--- config.mk ---
export PLATFORM = sky130hd
export DESIGN_NAME = axi4_pchase_flat
export DESIGN_NICKNAME = d
export VERILOG_FILES = /design/src/rtl/axi4_pchase_if.sv /design/src/rtl/axi4_pchase.sv /design/src/flat_wrapper.sv
export SDC_FILE = /design/constraint.sdc
export NUM_CORES = 1
export LEC_CHECK = 0
export ABC_CLOCK_PERIOD_IN_PS = 2650
export CAP_MARGIN = 25
export CELL_PAD_IN_SITES_DETAIL_PLACEMENT = 1
export CELL_PAD_IN_SITES_GLOBAL_PLACEMENT = 1
export CORE_AREA = 2 2 283 285
export CTS_CLUSTER_DIAMETER = 40
export DETAILED_ROUTE_END_ITERATION = 10
export DIE_AREA = 0 0 285 287
export PLACE_DENSITY = 0.42
export SLEW_MARGIN = 20
export SYNTH_ARGS = -nofsm -noshare
export SYNTH_HDL_FRONTEND = slang
export SYNTH_SLANG_ARGS = --single-unit
--- constraint.sdc ---
create_clock -name clk -period 2.65 [get_ports clk]
set_input_delay 0.53 -clock clk [delete_from_list [all_inputs] [get_ports clk]]
set_output_delay 0.53 -clock clk [all_outputs]
set_load 0.01 [all_outputs]
--- src/rtl/axi4_pchase_if.sv ---
// AXI4 read-channel bundle for the pointer-chase master.
// The master modport is the DUT side and the slave modport is the memory side.
interface axi4_pchase_if;
  logic         arvalid;
  logic         arready;
  logic [63:0]  araddr;
  logic         arid;
  logic [7:0]   arlen;
  logic [2:0]   arsize;
  logic [1:0]   arburst;
  logic         rvalid;
  logic         rready;
  logic [511:0] rdata;
  logic         rid;
  logic [1:0]   rresp;
  logic         rlast;

  modport master (
    output arvalid, araddr, arid, arlen, arsize, arburst, rready,
    input  arready, rvalid, rdata, rid, rresp, rlast
  );

  modport slave (
    input  arvalid, araddr, arid, arlen, arsize, arburst, rready,
    output arready, rvalid, rdata, rid, rresp, rlast
  );
endinterface

--- src/rtl/axi4_pchase.sv ---
// AXI4 read-only pointer-chasing latency benchmark.
// Each hop reads one 512-bit beat. The next hop address is taken from rdata[63:0].
// The cycles spent in the AR and R phases are counted.
// Optional macro PCHASE_ALIGN_EN forces every pointer, including the start address,
// to a 64-byte boundary.
module axi4_pchase (
  input  logic                 clk,
  input  logic                 reset,
  axi4_pchase_if.master        io_axi,
  input  logic [63:0]          io_start_addr,
  input  logic [31:0]          io_num_burst,
  output logic [31:0]          io_cnt_clk,
  input  logic                 io_ap_start,
  output logic                 io_ap_ready,
  output logic                 io_ap_done,
  output logic                 io_ap_idle
);

  typedef enum logic [1:0] {StIdle, StAr, StR, StDone} state_t;

  state_t      state;
  logic        arvalid;
  logic        rready;
  logic [63:0] araddr;
  logic [31:0] remaining;
  logic [31:0] cnt_clk;
  logic        ap_ready;
  logic        ap_done;
  logic        ap_idle;

  // Response fields and the upper data bits play no part in the chase.
  logic unused_inputs;
  assign unused_inputs = ^{io_axi.rid, io_axi.rresp, io_axi.rdata[511:64]};

  function automatic logic [63:0] fix_ptr(input logic [63:0] p);
`ifdef PCHASE_ALIGN_EN
    return {p[63:6], 6'b0};
`else
    return p;
`endif
  endfunction

  // Drive the AR fields and the control outputs. The constant AR fields are driven
  // whether or not arvalid is high.
  assign io_axi.arvalid = arvalid;
  assign io_axi.araddr  = araddr;
  assign io_axi.arid    = 1'b0;
  assign io_axi.arlen   = 8'd0;
  assign io_axi.arsize  = 3'b110;
  assign io_axi.arburst = 2'b01;
  assign io_axi.rready  = rready;
  assign io_cnt_clk     = cnt_clk;
  assign io_ap_ready    = ap_ready;
  assign io_ap_done     = ap_done;
  assign io_ap_idle     = ap_idle;

  // Control FSM. Every output is registered. At most one read is in flight.
  always_ff @(posedge clk or negedge reset) begin
    if (!reset) begin
      state     <= StIdle;
      arvalid   <= 1'b0;
      rready    <= 1'b0;
      araddr    <= '0;
      remaining <= '0;
      cnt_clk   <= '0;
      ap_ready  <= 1'b0;
      ap_done   <= 1'b0;
      ap_idle   <= 1'b1;
    end else begin
      unique case (state)
        StIdle: begin
          if (io_ap_start) begin
            araddr    <= fix_ptr(io_start_addr);
            remaining <= io_num_burst;
            cnt_clk   <= '0;
            ap_idle   <= 1'b0;
            if (io_num_burst == 32'd0) begin
              state    <= StDone;
              ap_done  <= 1'b1;
              ap_ready <= 1'b1;
            end else begin
              state   <= StAr;
              arvalid <= 1'b1;
            end
          end
        end
        StAr: begin
          cnt_clk <= cnt_clk + 32'd1;
          // arvalid is always high in this state, so arready alone completes the handshake.
          if (io_axi.arready) begin
            arvalid <= 1'b0;
            rready  <= 1'b1;
            state   <= StR;
          end
        end
        StR: begin
          cnt_clk <= cnt_clk + 32'd1;
          // A beat without rlast is accepted and discarded.
          if (io_axi.rvalid && io_axi.rlast) begin
            araddr    <= fix_ptr(io_axi.rdata[63:0]);
            remaining <= remaining - 32'd1;
            rready    <= 1'b0;
            if (remaining == 32'd1) begin
              state    <= StDone;
              ap_done  <= 1'b1;
              ap_ready <= 1'b1;
            end else begin
              state   <= StAr;
              arvalid <= 1'b1;
            end
          end
        end
        StDone: begin
          ap_done  <= 1'b0;
          ap_ready <= 1'b0;
          ap_idle  <= 1'b1;
          state    <= StIdle;
        end
        default: state <= StIdle;
      endcase
    end
  end

endmodule

--- src/flat_wrapper.sv ---
// flat-port wrapper written by rule: the top's interface ports become plain ports
module axi4_pchase_flat 
  (clk, reset, io_start_addr, io_num_burst, io_cnt_clk, io_ap_start, io_ap_ready, io_ap_done, io_ap_idle, io_axi_arvalid, io_axi_araddr, io_axi_arid, io_axi_arlen, io_axi_arsize, io_axi_arburst, io_axi_rready, io_axi_arready, io_axi_rvalid, io_axi_rdata, io_axi_rid, io_axi_rresp, io_axi_rlast);
  axi4_pchase_if io_axi_i ();
  input  logic clk;
  input  logic reset;
  input  logic [63:0] io_start_addr;
  input  logic [31:0] io_num_burst;
  output logic [31:0] io_cnt_clk;
  input  logic io_ap_start;
  output logic io_ap_ready;
  output logic io_ap_done;
  output logic io_ap_idle;
  output wire logic [$bits(io_axi_i.arvalid)-1:0] io_axi_arvalid;
  output wire logic [$bits(io_axi_i.araddr)-1:0] io_axi_araddr;
  output wire logic [$bits(io_axi_i.arid)-1:0] io_axi_arid;
  output wire logic [$bits(io_axi_i.arlen)-1:0] io_axi_arlen;
  output wire logic [$bits(io_axi_i.arsize)-1:0] io_axi_arsize;
  output wire logic [$bits(io_axi_i.arburst)-1:0] io_axi_arburst;
  output wire logic [$bits(io_axi_i.rready)-1:0] io_axi_rready;
  input wire logic [$bits(io_axi_i.arready)-1:0] io_axi_arready;
  input wire logic [$bits(io_axi_i.rvalid)-1:0] io_axi_rvalid;
  input wire logic [$bits(io_axi_i.rdata)-1:0] io_axi_rdata;
  input wire logic [$bits(io_axi_i.rid)-1:0] io_axi_rid;
  input wire logic [$bits(io_axi_i.rresp)-1:0] io_axi_rresp;
  input wire logic [$bits(io_axi_i.rlast)-1:0] io_axi_rlast;
  assign io_axi_arvalid = io_axi_i.arvalid;
  assign io_axi_araddr = io_axi_i.araddr;
  assign io_axi_arid = io_axi_i.arid;
  assign io_axi_arlen = io_axi_i.arlen;
  assign io_axi_arsize = io_axi_i.arsize;
  assign io_axi_arburst = io_axi_i.arburst;
  assign io_axi_rready = io_axi_i.rready;
  assign io_axi_i.arready = io_axi_arready;
  assign io_axi_i.rvalid = io_axi_rvalid;
  assign io_axi_i.rdata = io_axi_rdata;
  assign io_axi_i.rid = io_axi_rid;
  assign io_axi_i.rresp = io_axi_rresp;
  assign io_axi_i.rlast = io_axi_rlast;
  axi4_pchase u_core (.clk(clk), .reset(reset), .io_axi(io_axi_i), .io_start_addr(io_start_addr), .io_num_burst(io_num_burst), .io_cnt_clk(io_cnt_clk), .io_ap_start(io_ap_start), .io_ap_ready(io_ap_ready), .io_ap_done(io_ap_done), .io_ap_idle(io_ap_idle));
endmodule
# Word-level counts from Yosys, hierarchy flattened
# Index checks and enable logic that the tools add are counted.
[op_classes]
div_mod_pow = 0
bitwise_logic = 0
shifts = 0
multipliers = 0
eq_ne = 11
n_addsub = 2
magnitude_cmp = 0
mux = 30
reduce_logical = 17
[ops]
columns = ["operator", "n"]
rows = [
  ["2-to-1 mux 64 bit", 2],
  ["case mux 32 bit (2 select lines)", 2],
  ["case mux 64 bit (2 select lines)", 1],
  ["2-to-1 mux 32 bit", 3],
  ["adder 32 x 1 -> 32 bit, second input constant", 1],
  ["equality test 32 x 1 -> 1 bit, second input constant", 1],
  ["zero test 32 bit", 1],
  ["subtractor 32 x 1 -> 32 bit, second input constant", 1],
  ["2-to-1 mux 1 bit", 12],
  ["2-to-1 mux 2 bit", 5],
  ["AND reduction 3 bit", 3],
  ["!= test 2 bit, second input constant", 4],
  ["case mux 2 bit (4 select lines)", 1],
  ["nonzero test 2 bit", 4],
  ["!= test 2 x 1 -> 1 bit, second input constant", 3],
  ["case mux 1 bit (3 select lines)", 2],
  ["AND reduction 6 bit", 1],
  ["nonzero test 3 bit", 2],
  ["AND reduction 5 bit", 1],
  ["equality test 2 bit, second input constant", 2],
  ["case mux 1 bit (2 select lines)", 2],
  ["AND reduction 2 bit", 2],
  ["equality test 2 x 1 -> 1 bit, second input constant", 1],
  ["zero test 2 bit", 1],
  ["2 further kinds", 2],
]
[totals]
out_inout_bits = 115
ram_bits = 0
inputBits = 617
reg_bits = 134
mem_bits_ro = 0
latch_bits = 0
elab_cells = 68
mem_count = 0

# Depth between registers and ports, before layout
[logic_depth]
ltp_word = 4
mapped_depth = 10
mapped_depth_nobuf = 7

# Least setup slack after synthesis
# OpenSTA, ideal clock, no wires.
[synth_timing]
path_kind = "reg2reg"
startpoint = "reg u_core.state[0]"
endpoint = "reg u_core.cnt_clk[17], in the netlist u_core.io_cnt_clk[17]"
synth_period_minus_slack_ns = 2.259
setup_slack_ns = 0.391
t_required_ns = 2.525
arrival_time_ns = 2.134
setup_ns = 0.125
n_path_buf = 1
stages_incl_launch_ff = 9
path_cell_list = "dfrtp_1 -> inv_1 -> ha_1 -> buf_4 -> mux2i_2 -> nor4_4 -> nand2_2 -> or3_1 -> mux2_4"
[synth_between]
elab_chain_cells = 4
elab_cells_between_ends = 8
cone_classes = "eq/ne: 3; mux: 1; reduce/logical: 4"
[synth_lines]
columns = ["element", "line_no", "rtl"]
rows = [
  ["from (decl)", "axi4_pchase.sv:21", "state_t state;"],
  ["from (signal assigned)", "axi4_pchase.sv:60", "state <= StIdle;"],
  ["from (signal assigned)", "axi4_pchase.sv:78", "state <= StDone;"],
  ["from (signal assigned)", "axi4_pchase.sv:82", "state <= StAr;"],
  ["equality test 2 x 1 -> 1 bit / equality test 2 bit (equally long branches)", "axi4_pchase.sv:70", "unique case (state)"],
  ["OR reduction 2 bit (no source line)", "n/a", ""],
  ["nonzero test 2 bit (no source line)", "n/a", ""],
  ["AND reduction 2 bit (no source line)", "n/a", ""],
  ["to (signal assigned)", "axi4_pchase.sv:88", "cnt_clk <= cnt_clk + 32'd1;"],
  ["to (signal assigned)", "axi4_pchase.sv:97", "cnt_clk <= cnt_clk + 32'd1;"],
  ["to (decl)", "axi4_pchase.sv:26", "logic [31:0] cnt_clk;"],
]
# Several ways; a longest one is shown, not always the timed one.
# A chain may end at the register's enable or synchronous reset.

# Worst setup path in the final report
[layout_timing]
startpoint = "reg u_core.remaining[26]"
endpoint = "reg u_core.arvalid, in the netlist u_core.io_axi.arvalid"
[layout_between]
elab_chain_cells = 3
[layout_lines]
columns = ["element", "line_no", "rtl"]
rows = [
  ["from (decl)", "axi4_pchase.sv:25", "logic [31:0] remaining;"],
  ["from (signal assigned)", "axi4_pchase.sv:74", "remaining <= io_num_burst;"],
  ["from (signal assigned)", "axi4_pchase.sv:101", "remaining <= remaining - 32'd1;"],
  ["equality test 32 x 1 -> 1 bit", "axi4_pchase.sv:103", "if (remaining == 32'd1) begin"],
  ["!= test 2 bit (no source line)", "n/a", ""],
  ["AND reduction 6 bit (no source line)", "n/a", ""],
  ["to (signal assigned)", "axi4_pchase.sv:83", "arvalid <= 1'b1;"],
  ["to (signal assigned)", "axi4_pchase.sv:91", "arvalid <= 1'b0;"],
  ["to (signal assigned)", "axi4_pchase.sv:109", "arvalid <= 1'b1;"],
  ["to (decl)", "axi4_pchase.sv:22", "logic arvalid;"],
]
# Every way passes these cells.

==> out/qor.txt <==
Worst VDD drop -> 0.475 mV
final hold vios -> 0
CTS max path bufs -> 2
vias in the first global route -> 7263
Yosys reg bits -> 134
Final period util -> 0.887
Overall Global Routing Usage -> 0.0790
dominant synthesized flop cell -> dfrtp_1
layout cell share with drive strength beyond 1 -> 0.0891
Inserted Diodes -> 0
Clk Tree Root Cell -> clkbuf_16
Period minus WS final -> 2350 ps
worst skew pair latency -> 470 ps
Hold Startpoint -> u_core.io_axi.araddr[30]$_DFFE_PN0P_
routed length on met1 -> 13700 µm
Worst setup endpoint -> u_core.io_axi.arvalid$_DFFE_PN0P_
leakage -> 4.49 nW
Via Count -> 6928
Synth Instances -> 786
remaining global-route overflow -> 0
Area growth, synth to finish -> 65.8%
ys async rst share -> 1.00
CP required -> 2970 ps
Routed WL per cell -> 15.1 µm
CTS tree -> yes
worst-path maximum fanout -> 5
Max Freq -> 425 MHz
Num CTS Buffers -> 17
MaxCap Viol Count -> 0
Max transition margin -> 0.640
most frequent cell after synthesis -> dfrtp_1
CTS H-tree depth -> 4
Pre-antenna DRT Iters -> 6
post-synth top area share -> 0.457
total negative slack -> 0 ps
routed wire length -> 32200 µm
drt initial violations -> 291
clock transition at the registers of the reported paths -> 60 ps
Startpoint Class -> register
critical-path cell list -> or4_1, nand4b_1, nor4_1, a2111oi_0, mux2i_1
Critical Path Sink Type -> register
Final Wtd Congestion -> 0.702
YS warnings -> 0
nets -> 1689
top metal layer carrying routed signals -> met5
Largest stage delay, worst path -> 610 ps
Avg Synthesized Cell Area -> 9.26 µm²
DPL Wire Length -> 25300 µm
CP Data Arrival Time -> 2670 ps
status -> completed
Filler cells -> 9252
Slew @ Worst Pin -> 527 ps
total power -> 12.2 mW
I/O pins -> 732
pin count of the biggest net entering global routing -> 121
Post-synth EDFFs -> 0
RR Startpoint -> u_core.remaining[26]$_DFFE_PN0P_
pwr/cell area -> 1010 nW/µm²
critical setup path kind -> register to register
CTS resizes -> 0
DR WL met2 -> 15700 µm
Synth area leaders -> dfrtp_1 (46%), mux2i_1 (9.9%), o21ai_0 (5.8%)
skew final -> 13.1 ps
CP max stage cell -> or4_1
Mapped Area -> 7280 µm²
die area -> 81800 µm²
post-route DRC violation count -> 0
die width -> 285 µm
R2R setup slack -> 300 ps
reg-to-reg endpoint -> u_core.io_axi.arvalid$_DFFE_PN0P_
Core Rows -> 103
Post-synth top cells -> dfrtp_1 (133), nand2_1 (106), o21ai_0 (85)
Worst Hold Class -> register to register
max-slew violation count -> 0
Yosys cell types -> 62
Die Ht -> 287 µm
RSZ-0062 raised after global routing -> no
Final ANT Viol Nets -> 0
setup violators final -> 0
Buffers on Ports -> 266
metal3 WL -> 2320 µm
Synth area leader -> dfrtp_1
sequential fraction of the synthesis area -> 0.461
Setup Fix Bufs, Post-CTS -> 0
CP Launch Point -> u_core.remaining[26]$_DFFE_PN0P_
Initial Util -> 0.0926
core area -> 78600 µm²
Sink Count -> 134
first-pass GRT wire length -> 47900 µm
initial antenna violation count -> 8
vias per cell -> 3.26
Reg2Reg Depth -> 5
==> layout by cell type, fill, tap and decap left out, types with 4 or more instances in the layout <==
master / Yosys / layout
nand2_1: 106 / 106
conb_1: 2 / 14
dfrtp_1: 133 / 133
nor4_1: 18 / 17
nand4b_1: 4 / 4
o211ai_1: 4 / 4
clkbuf_16: 0 / 17
nor2b_1: 4 / 4
or3_1: 12 / 11
a2bb2oi_1: 10 / 10
clkdlybuf4s50_1: 0 / 265
nand4_1: 19 / 19
o22a_1: 4 / 4
a31oi_1: 4 / 4
buf_12: 0 / 8
or4_1: 6 / 6
and3_1: 9 / 9
o21ai_0: 85 / 85
nor3_2: 3 / 4
xor2_1: 19 / 19
ha_1: 7 / 6
nor3_1: 11 / 10
nor2_1: 59 / 59
clkinv_4: 0 / 4
xnor2_1: 6 / 6
nand3_1: 21 / 21
mux2i_1: 72 / 72
buf_4: 16 / 35
o22ai_1: 11 / 11
a21oi_1: 34 / 34
inv_1: 16 / 16
nand2b_1: 4 / 4
==> layout make-up <==
cell class | count | area [µm²] | area share
flip-flops and latches | 134 | 3350 | 0.278
multi-input cells | 585 | 3640 | 0.301
well taps | 1050 | 1310 | 0.109
repair buffers | 310 | 3100 | 0.257
clock buffers | 20 | 457 | 0.0379
clock inverters | 12 | 144 | 0.0119
inverters | 17 | 63.8 | 0.00529
==> cell families (layout without fill, tap and decap cells) <==
group           count (synthesis)  after routing  share of synthesized area
compound gates                174            174                      0.142
other cells                     2             14                    0.00103
xor+xnor                       25             25                     0.0301
mux                            76             76                      0.106
fa+ha+maj                       7              7                     0.0120
flops                         134            134                      0.461
simple gates                  289            289                      0.197
buf+inv                        79            359                     0.0500
==> routing by layer <==
layer / track usage / vias up
li1: - / 3346
met1: 0.0929 / 3331
met2: 0.132 / 211
met3: 0.0313 / 30
met4: 0.0237 / 10
met5: 0 / -
==> critical path: cells and delay by family, from the launching register on <==
family,cells,cell delay [ps]
and+or+nand+nor,3,1460
DFF,1,420
AOI/OAI and AO/OA,1,170
muxes,1,160
==> worst min path at each step <==
stage	end	slack, ps	cells after the start
floorplan	u_core.io_ap_ready$_DFFE_PN0P_	230	0
global placement	u_core.io_axi.araddr[33]$_DFFE_PN0P_	460	2
detailed placement	u_core.io_axi.araddr[30]$_DFFE_PN0P_	470	2
CTS	u_core.io_axi.araddr[30]$_DFFE_PN0P_	480	2
global route	u_core.io_axi.araddr[27]$_DFFE_PN0P_	510	2
finish	u_core.io_axi.araddr[30]$_DFFE_PN0P_	480	2
==> report_power, final <==
group          total [mW]  switching (mW)  internal [mW]
Combinational        6.09            3.21           2.87
Clock                2.51            1.07           1.45
Sequential           3.62           0.709           2.91
Total                12.2            4.99           7.23
==> state kept, by name, summed over array words and instances (netlist names) <==
register and count:
u_core.io_axi.rready 1, u_core.io_cnt_clk 32, u_core.io_axi.arvalid 1, u_core.remaining 32
u_core.io_ap_idle 1, u_core.io_axi.araddr 64, u_core.state 2, u_core.io_ap_ready 1
==> through the flow <==
| stage | instances | area [µm²] | util | worst slack, ps | hold WS [ps] |
|---|---|---|---|---|---|
| 3_5_place_dp | 2095 | 11500 | 0.146 | -45.4 | 471 |
| 2_1_floorplan | 798 | 7320 | - | 391 | 234 |
| 4_1_cts | 2128 | 12100 | 0.153 | 251 | 484 |
| 3_3_place_gp | 2095 | 11500 | 0.146 | -1.75 | 464 |
| 5_1_grt | 2128 | 12100 | 0.153 | 71.0 | 505 |
| 6_report | 2128 | 12100 | 0.153 | 298 | 476 |
==> repair_timing <==
action                                  in CTS  in global routing
endpoints found under the setup margin       0                  0
endpoints found under the hold margin       33                  0
hold buffers                                 1                  0
Power figures use the tool's default switching activity.
